`src/rtl/e203_exu_wbck_buf_if.sv`:
```
`default_nettype none
// ============================================================================
// Module      : e203_exu_wbck_buf_if
// Description : Write-back bundle between the ALU / long-pipe result
//               producers, the write-back buffer and the register file.
// Revision    : 1.0 - initial release
// ============================================================================
interface e203_exu_wbck_buf_if;
  logic        alu_wbck_i_valid;
  logic        alu_wbck_i_ready;
  logic [31:0] alu_wbck_i_wdat;
  logic [4:0]  alu_wbck_i_rdidx;
  logic        longp_wbck_i_valid;
  logic        longp_wbck_i_ready;
  logic [31:0] longp_wbck_i_wdat;
  logic [4:0]  longp_wbck_i_rdidx;
  logic        rf_wbck_o_ena;
  logic [4:0]  rf_wbck_o_rdidx;
  logic [31:0] rf_wbck_o_wdat;
  logic [1:0]  longp_fifo_cnt;

  // Producer / regfile side
  modport master (
    output alu_wbck_i_valid, alu_wbck_i_wdat, alu_wbck_i_rdidx,
    output longp_wbck_i_valid, longp_wbck_i_wdat, longp_wbck_i_rdidx,
    input  alu_wbck_i_ready, longp_wbck_i_ready,
    input  rf_wbck_o_ena, rf_wbck_o_rdidx, rf_wbck_o_wdat, longp_fifo_cnt
  );

  // Write-back buffer side
  modport slave (
    input  alu_wbck_i_valid, alu_wbck_i_wdat, alu_wbck_i_rdidx,
    input  longp_wbck_i_valid, longp_wbck_i_wdat, longp_wbck_i_rdidx,
    output alu_wbck_i_ready, longp_wbck_i_ready,
    output rf_wbck_o_ena, rf_wbck_o_rdidx, rf_wbck_o_wdat, longp_fifo_cnt
  );
endinterface
`default_nettype wire

```
`src/rtl/e203_exu_wbck_buf.sv`:
```
`default_nettype none
// ============================================================================
// Module      : e203_exu_wbck_buf
// Description : Write-back arbiter. Long-pipe results are queued in a 2-entry
//               in-order FIFO and have fixed priority over ALU results; the
//               selected write is registered toward the register file. Writes
//               to x0 complete their handshake but never assert the enable.
//               Optional macro E203_WBCK_PERF_CNT_EN adds a wbck_cnt output
//               counting cycles with the regfile write enable asserted.
// Revision    : 1.0 - initial release
// ============================================================================
module e203_exu_wbck_buf (
  input  wire                          clk,
  input  wire                          rst_n,
`ifdef E203_WBCK_PERF_CNT_EN
  output logic [31:0]                  wbck_cnt,
`endif
  e203_exu_wbck_buf_if.slave           bus
);

  localparam logic [1:0] c_fifo_full = 2'd2;

  logic [31:0] r_fifo_dat [0:1];
  logic [4:0]  r_fifo_idx [0:1];
  logic        r_wptr;
  logic        r_rptr;
  logic [1:0]  r_cnt;

  logic        r_rf_ena;
  logic [4:0]  r_rf_idx;
  logic [31:0] r_rf_dat;

  logic        w_longp_ready;
  logic        w_fifo_nempty;
  logic        w_push;
  logic        w_pop;
  logic        w_alu_ready;
  logic        w_alu_hsk;
  logic        w_sel;
  logic [4:0]  w_sel_idx;
  logic [31:0] w_sel_dat;
  logic        w_wr;

  // Readiness comes from registered occupancy only, so no valid->ready path.
  assign w_longp_ready = (r_cnt != c_fifo_full);
  assign w_fifo_nempty = (r_cnt != 2'd0);
  assign w_push        = bus.longp_wbck_i_valid & w_longp_ready;
  assign w_pop         = w_fifo_nempty;
  assign w_alu_ready   = ~w_fifo_nempty;
  assign w_alu_hsk     = bus.alu_wbck_i_valid & w_alu_ready;
  assign w_sel         = w_pop | w_alu_hsk;
  assign w_sel_idx     = w_pop ? r_fifo_idx[r_rptr] : bus.alu_wbck_i_rdidx;
  assign w_sel_dat     = w_pop ? r_fifo_dat[r_rptr] : bus.alu_wbck_i_wdat;
  // x0 writes retire but leave the regfile interface untouched.
  assign w_wr          = w_sel & (w_sel_idx != 5'd0);

  // FIFO storage: contents need no reset, pointers/count gate their use.
  always_ff @(posedge clk) begin
    if (w_push) begin
      r_fifo_dat[r_wptr] <= bus.longp_wbck_i_wdat;
      r_fifo_idx[r_wptr] <= bus.longp_wbck_i_rdidx;
    end
  end

  // FIFO pointers and occupancy; pointers wrap naturally as 1-bit values.
  always_ff @(posedge clk or negedge rst_n) begin
    if (!rst_n) begin
      r_wptr <= 1'b0;
      r_rptr <= 1'b0;
      r_cnt  <= 2'd0;
    end else begin
      if (w_push) r_wptr <= r_wptr + 1'b1;
      if (w_pop)  r_rptr <= r_rptr + 1'b1;
      r_cnt <= r_cnt + {1'b0, w_push} - {1'b0, w_pop};
    end
  end

  // Registered regfile write; index/data hold when nothing is written.
  always_ff @(posedge clk or negedge rst_n) begin
    if (!rst_n) begin
      r_rf_ena <= 1'b0;
      r_rf_idx <= 5'd0;
      r_rf_dat <= 32'd0;
    end else begin
      r_rf_ena <= w_wr;
      if (w_wr) begin
        r_rf_idx <= w_sel_idx;
        r_rf_dat <= w_sel_dat;
      end
    end
  end

`ifdef E203_WBCK_PERF_CNT_EN
  logic [31:0] r_wbck_cnt;

  // Count cycles with the regfile write enable high; wraps at 2^32.
  always_ff @(posedge clk or negedge rst_n) begin
    if (!rst_n) begin
      r_wbck_cnt <= 32'd0;
    end else if (r_rf_ena) begin
      r_wbck_cnt <= r_wbck_cnt + 32'd1;
    end
  end

  assign wbck_cnt = r_wbck_cnt;
`endif

  assign bus.alu_wbck_i_ready   = w_alu_ready;
  assign bus.longp_wbck_i_ready = w_longp_ready;
  assign bus.rf_wbck_o_ena      = r_rf_ena;
  assign bus.rf_wbck_o_rdidx    = r_rf_idx;
  assign bus.rf_wbck_o_wdat     = r_rf_dat;
  assign bus.longp_fifo_cnt     = r_cnt;

endmodule
`default_nettype wire

```
`src/flat_wrapper.sv`:
```
// flat-port wrapper written by rule: the top's interface ports become plain ports
module e203_exu_wbck_buf_flat 
  (clk, rst_n, bus_alu_wbck_i_valid, bus_alu_wbck_i_wdat, bus_alu_wbck_i_rdidx, bus_longp_wbck_i_valid, bus_longp_wbck_i_wdat, bus_longp_wbck_i_rdidx, bus_alu_wbck_i_ready, bus_longp_wbck_i_ready, bus_rf_wbck_o_ena, bus_rf_wbck_o_rdidx, bus_rf_wbck_o_wdat, bus_longp_fifo_cnt);
  e203_exu_wbck_buf_if bus_i ();
  input  wire clk;
  input  wire rst_n;
  input wire logic [$bits(bus_i.alu_wbck_i_valid)-1:0] bus_alu_wbck_i_valid;
  input wire logic [$bits(bus_i.alu_wbck_i_wdat)-1:0] bus_alu_wbck_i_wdat;
  input wire logic [$bits(bus_i.alu_wbck_i_rdidx)-1:0] bus_alu_wbck_i_rdidx;
  input wire logic [$bits(bus_i.longp_wbck_i_valid)-1:0] bus_longp_wbck_i_valid;
  input wire logic [$bits(bus_i.longp_wbck_i_wdat)-1:0] bus_longp_wbck_i_wdat;
  input wire logic [$bits(bus_i.longp_wbck_i_rdidx)-1:0] bus_longp_wbck_i_rdidx;
  output wire logic [$bits(bus_i.alu_wbck_i_ready)-1:0] bus_alu_wbck_i_ready;
  output wire logic [$bits(bus_i.longp_wbck_i_ready)-1:0] bus_longp_wbck_i_ready;
  output wire logic [$bits(bus_i.rf_wbck_o_ena)-1:0] bus_rf_wbck_o_ena;
  output wire logic [$bits(bus_i.rf_wbck_o_rdidx)-1:0] bus_rf_wbck_o_rdidx;
  output wire logic [$bits(bus_i.rf_wbck_o_wdat)-1:0] bus_rf_wbck_o_wdat;
  output wire logic [$bits(bus_i.longp_fifo_cnt)-1:0] bus_longp_fifo_cnt;
  assign bus_i.alu_wbck_i_valid = bus_alu_wbck_i_valid;
  assign bus_i.alu_wbck_i_wdat = bus_alu_wbck_i_wdat;
  assign bus_i.alu_wbck_i_rdidx = bus_alu_wbck_i_rdidx;
  assign bus_i.longp_wbck_i_valid = bus_longp_wbck_i_valid;
  assign bus_i.longp_wbck_i_wdat = bus_longp_wbck_i_wdat;
  assign bus_i.longp_wbck_i_rdidx = bus_longp_wbck_i_rdidx;
  assign bus_alu_wbck_i_ready = bus_i.alu_wbck_i_ready;
  assign bus_longp_wbck_i_ready = bus_i.longp_wbck_i_ready;
  assign bus_rf_wbck_o_ena = bus_i.rf_wbck_o_ena;
  assign bus_rf_wbck_o_rdidx = bus_i.rf_wbck_o_rdidx;
  assign bus_rf_wbck_o_wdat = bus_i.rf_wbck_o_wdat;
  assign bus_longp_fifo_cnt = bus_i.longp_fifo_cnt;
  e203_exu_wbck_buf u_core (.clk(clk), .rst_n(rst_n), .bus(bus_i));
endmodule
```
`config.mk`:
```
export PLATFORM = sky130hd
export DESIGN_NAME = e203_exu_wbck_buf_flat
export DESIGN_NICKNAME = d
export VERILOG_FILES = /design/src/rtl/e203_exu_wbck_buf_if.sv /design/src/rtl/e203_exu_wbck_buf.sv /design/src/flat_wrapper.sv
export SDC_FILE = /design/constraint.sdc
export NUM_CORES = 1
export LEC_CHECK = 0
export ABC_AREA = 1
export CORE_ASPECT_RATIO = 0.6
export CORE_MARGIN = 4
export CORE_UTILIZATION = 48
export CTS_BUF_LIST = sky130_fd_sc_hd__clkbuf_8
export DETAILED_ROUTE_END_ITERATION = 12
export GPL_TIMING_DRIVEN = 0
export HOLD_SLACK_MARGIN = 0.05
export PLACE_DENSITY = 0.78
export SLEW_MARGIN = 20
export SYNTH_ARGS = -nofsm -noshare
export SYNTH_HDL_FRONTEND = slang
export SYNTH_SLANG_ARGS = --single-unit
```
`constraint.sdc`:
```
create_clock -name clk -period 3.3 [get_ports clk]
set_input_delay 0.495 -clock clk [delete_from_list [all_inputs] [get_ports clk]]
set_output_delay 0.495 -clock clk [all_outputs]
set_load 0.02 [all_outputs]
```
# Yosys cells after proc, flatten, opt, wreduce, memory -nomap -nowiden
# Memory sizes are Yosys's and may differ from the RTL's.
# Index checks and enable logic that the tools add are counted.
totals:
  regBits: 42
  ramBits: 74
  output_inout_bits: 42
  word_cells: 24
  n_memories: 2
memory_table:
  columns: ["memory", "depth", "word_bits", "rd", "rd_ports_with_merged_regs", "wr", "line_no", "text"]
  rows:
  - ["u_core.r_fifo_dat", 2, 32, 1, 0, 1, "e203_exu_wbck_buf.sv:23", "logic [31:0] r_fifo_dat [0:1];"]
  - ["u_core.r_fifo_idx", 2, 5, 1, 0, 1, "e203_exu_wbck_buf.sv:24", "logic [4:0] r_fifo_idx [0:1];"]
op_classes:
  reduce_logical: 2
  n_bitwise: 5
  n_eq_ne: 1
  add_sub_neg: 4
  n_mux: 4
op_table:
  columns: ["operator", "count"]
  rows:
  - ["2-to-1 mux 32 bit", 1]
  - ["2-to-1 mux 5 bit", 1]
  - ["nonzero test 5 bit", 1]
  - ["AND 1 bit", 3]
  - ["adder 1 bit, second input constant", 2]
  - ["adder 2 x 1 -> 2 bit", 1]
  - ["2-to-1 mux 1 bit", 2]
  - ["inequality test 2 bit, second input constant", 1]
  - ["nonzero test 2 bit", 1]
  - ["subtractor 2 x 1 -> 2 bit", 1]
  - ["inverter 1 bit", 1]
  - ["OR 1 bit", 1]

# Depth between registers and ports, before layout
logic_depth:
  depth_word: 5
  depth_mapped: 12
  depth_no_buf: 10

# Least setup slack after synthesis
# Ideal clock, no wire load.
synth_timing:
  kind: "register to register"
  start: "register u_core.r_cnt[0], in the netlist u_core.bus.longp_fifo_cnt[0]"
  end: "memory u_core.r_fifo_dat[1][0] (enable)"
  required_ns: 2.867
  path_buffers: 0
  stages_incl_launch_ff: 5
  t_arrival_ns: 2.466
  slack_ns: 0.401
  path_cell_list: "dfrtp_1 -> inv_2 -> nand2_1 -> nand2_1 -> nor2_1"
synth_between:
  elab_chain_len: 4
synth_rtl:
  columns: ["item", "line_no", "text"]
  rows:
  - ["start: declaration", "e203_exu_wbck_buf.sv:27", "logic [1:0] r_cnt;"]
  - ["start signal: assignment", "e203_exu_wbck_buf.sv:74", "r_cnt <= r_cnt + {1'b0, w_push} - {1'b0, w_pop};"]
  - ["inequality test 2 bit", "e203_exu_wbck_buf.sv:45", "assign w_longp_ready = (r_cnt != c_fifo_full);"]
  - ["named net bus_longp_wbck_i_ready", "flat_wrapper.sv:14", "output wire logic [$bits(bus_i.longp_wbck_i_ready)-1:0] bus_longp_wbck_i_ready;"]
  - ["AND 1 bit", "e203_exu_wbck_buf.sv:47", "assign w_push = bus.longp_wbck_i_valid & w_longp_ready;"]
  - ["2-to-1 mux 1 bit", "e203_exu_wbck_buf.sv:59", "if (w_push) begin"]
  - ["2-to-1 mux 1 bit (implied by the code)", "e203_exu_wbck_buf.sv:60", "r_fifo_dat[r_wptr] <= bus.longp_wbck_i_wdat;"]
  - ["end: declaration", "e203_exu_wbck_buf.sv:23", null]
# The timed path passes the listed nets, and every way through them passes these cells.

# Worst setup path in the final report
layout_timing:
  start: "register u_core.r_cnt[0], in the netlist u_core.bus.longp_fifo_cnt[0]"
  end: "output bus_alu_wbck_i_ready"
layout_between:
  elab_chain_len: 2
layout_rtl:
  columns: ["item", "line_no", "text"]
  rows:
  - ["nonzero test 2 bit", "e203_exu_wbck_buf.sv:46", "assign w_fifo_nempty = (r_cnt != 2'd0);"]
  - ["inverter 1 bit", "e203_exu_wbck_buf.sv:49", "assign w_alu_ready = ~w_fifo_nempty;"]
  - ["end: declaration", "flat_wrapper.sv:13", "output wire logic [$bits(bus_i.alu_wbck_i_ready)-1:0] bus_alu_wbck_i_ready;"]
# Every way passes these cells.

==> impl_metrics.tcl <==
set metrics [dict create \
    clock_sinks 116 \
    clock.fmax_ghz 0.443 \
    wirelength_um 12100 \
    critPathLaunchType "register" \
    max_stage_delay_ns 0.59 \
    grt_pass1_vias 3838 \
    vias_per_cell 5.09 \
    fin_crit_sh_pct 68.5 \
    layout.nets 655 \
    postSynthAreaPerCell_um2 11.0 \
    relSlewSlack_pct 52.5 \
    drc 0 \
    worstSetupEndpoint "bus_alu_wbck_i_ready" \
    tightestPinTransition_ns 0.711 \
    crit_path_cell_trace "inv_2 -> nand2_2 -> buf_6 -> inv_4 -> clkdlybuf4s50_1" \
    critPathKind "reg -> out" \
    synth.area.top_cells "edfxtp_1, dfrtp_1, nand2_1" \
    fin_area_um2 6650 \
    coreArea_um2 9460 \
    max_cap_viol_count 0 \
    n_fill_cell 724 \
    route.vias.total 3668 \
    rows 27 \
    initial_core_util_pct 50.9 \
    grt_use_total_pct 21.6 \
    synth_seq_cells 116 \
    leakagePower_nw 2.74 \
    ios 120 \
    yosysUniqueCellTypes 24 \
    startpoint "u_core.bus.longp_fifo_cnt[0]$_DFF_PN0_" \
    crit_slowest_cell "clkdlybuf4s50_1" \
    finClkSkew_ns 0.00907 \
    crit_path_end_kind "output pin" \
    clk_pin_slew_ns 0.07 \
    first_iter_violations 301 \
    min_period_ns 2.26 \
    post_cts_resized 0 \
    grt_max_degree 23 \
    placed_cell_area_um2 6260 \
    die_x_um 137 \
    dpl.hpwl_um 8760 \
    multiInputGateArea_um2 1320 \
    rsz0062_at_grt "false" \
    p_total_mw 4.34 \
    ys_seq_area_share_pct 68.0 \
    yosys.area.top_type "edfxtp_1" \
    powerDensity_nw_per_um2 653 \
    cts_root_buffer "clkbuf_8" \
    synth_cells 436 \
    hold_class "in -> async" \
    setup_viol 0 \
    regArea_um2 3270 \
    synth_top_area_share_pct 46.2 \
    ir_worst_vdd_v 0.000351 \
    dr.pass1.iters 5 \
    diodes 0 \
    routedWlPerCell_um 16.8 \
    cp_max_fo 10 \
    yosysWarnings 0 \
    crit_arrival_ns 1.76 \
    postCtsSetupBuffers 0 \
    cts_max_path_buffers 2 \
    r2r-end "u_core.bus.rf_wbck_o_wdat[25]$_DFFE_PN0P_" \
    syn_to_final_growth_pct 38.2 \
    fp.dieArea_um2 11700 \
    synth_fp_nets 514 \
    drive_gt1_share_pct 14.1 \
    antenna_found_initial 0 \
    r2r_setup_slack_ns 1.42 \
    portBuffers 119 \
    h-tree-depth 4 \
    fin_setup_tns_ns 0 \
    grt_pass1_wl_um 19300 \
    numCtsBuffers 17 \
    slew_violations 0 \
    finalHoldViolCount 0 \
    r2r_start "u_core.bus.longp_fifo_cnt[0]$_DFF_PN0_" \
    chipHeight_um 85.6 \
    clk_latency_ns 0.42 \
    rr_worst_depth 8 \
    gp_congestion 0.762 \
    cp.required_ns 2.80 \
    grt_overflow_total 0 \
    syn-cell-area_um2 4810 \
    status "complete, no violations" \
    final_antenna_net_count 0 \
    hold_buffers 0 \
    cts_tree "done" \
]
## synthesized netlist by cell type
cell type and count:
nand3_1 37, clkinv_1 1, nor2_1 37, o21bai_4 1, inv_4 1, xor2_1 1, nand2_1 139, buf_2 4
buf_1 1, clkbuf_1 10, nand3_2 5, inv_1 10, inv_2 3, or2_2 1, a31oi_1 32, o21ai_2 1
buf_6 5, dfrtp_1 42, or2_1 1, buf_4 3, a21oi_1 1, edfxtp_1 74, buf_12 2, nand2_2 24
## report_power, final
| group | internal (mW) | switching [mW] |
|---|---|---|
| Sequential | 1.75 | 0.108 |
| Clock | 0.747 | 0.552 |
| Combinational | 0.504 | 0.683 |
## routing by layer
metal	vias to the layer above	share of wire (%)	GRT usage [%]
met5	-	0	0
met4	0	1.0	6.52
met3	14	8.2	6.15
met2	157	45	33.9
met1	1742	45	29.6
li1	1755	-	-
## sequential cells by signal (all words and copies together), names as in the netlist
name / cells
u_core.bus.rf_wbck_o_ena: 1
u_core.r_rptr: 1
u_core.bus.rf_wbck_o_rdidx: 5
u_core.r_fifo_dat: 64
u_core.bus.rf_wbck_o_wdat: 32
u_core.r_wptr: 1
u_core.r_fifo_idx: 10
u_core.bus.longp_fifo_cnt: 2
## logic make-up after synthesis
| group | after synthesis | share of synthesized area [%] |
|---|---|---|
| AND/OR/NAND/NOR | 244 | 22.0 |
| flip-flops | 116 | 68.0 |
| buffers and inverters | 40 | 4.97 |
| AO/OA/AOI/OAI | 35 | 4.84 |
| XOR/XNOR | 1 | 0.182 |
## critical path: cells and delay by family, from the launching register on
kind,cells,cell delay (ns)
simple gates,1,0.06
buf+inv,4,0.86
flops,1,0.41
## cells in the final DEF (no fill, tap or decap)
cell type,n
nand3_1,37
inv_2,3
or2_1,1
buf_6,5
nor2_1,35
clkbuf_1,10
edfxtp_1,74
buf_12,2
nor2_4,2
nand2_2,24
inv_1,12
inv_4,1
clkinv_2,4
dfrtp_1,42
a21oi_1,1
clkinvlp_4,2
o21ai_2,1
o21bai_4,1
clkinv_1,4
nand3_2,5
clkdlybuf4s50_1,118
buf_2,5
buf_16,3
buf_4,3
xor2_1,1
bufinv_16,3
buf_1,1
clkbuf_8,18
a31oi_1,32
or2_2,1
nand2_1,139
## cell type report
type / count / area share, %
Clock inverter: 14 / 2.16
Multi-Input combinational cell: 280 / 19.8
Clock buffer: 18 / 3.73
Tap cell: 130 / 2.45
Timing Repair Buffer: 122 / 19.1
Inverter: 15 / 0.884
Buffer: 25 / 2.71
Sequential cell: 116 / 49.2
## stage by stage
step	utilization, %	hold slack, ns	instances	setup slack [ns]
floorplan	-	0.199	436	0.401
global placement	65.2	0.460	685	-0.671
detailed placement	66.2	0.457	688	1.00
CTS	70.3	0.0536	720	1.01
global route	70.3	0.0760	720	0.954
finish	70.3	0.0536	720	1.04
## worst min-delay path by stage
stage	start	end	depth (start not counted)
after detailed placement	u_core.bus.rf_wbck_o_wdat[11]$_DFFE_PN0P_	u_core.bus.rf_wbck_o_wdat[11]$_DFFE_PN0P_	2
after global routing	rst_n	u_core.bus.rf_wbck_o_wdat[18]$_DFFE_PN0P_	1
final	rst_n	u_core.bus.rf_wbck_o_wdat[30]$_DFFE_PN0P_	1
after floorplan	rst_n	u_core.bus.longp_fifo_cnt[0]$_DFF_PN0_	0
after CTS	rst_n	u_core.bus.rf_wbck_o_ena$_DFF_PN0_	1
after global placement	u_core.bus.rf_wbck_o_wdat[31]$_DFFE_PN0P_	u_core.bus.rf_wbck_o_wdat[31]$_DFFE_PN0P_	2
(Power assumes the default switching activity.)
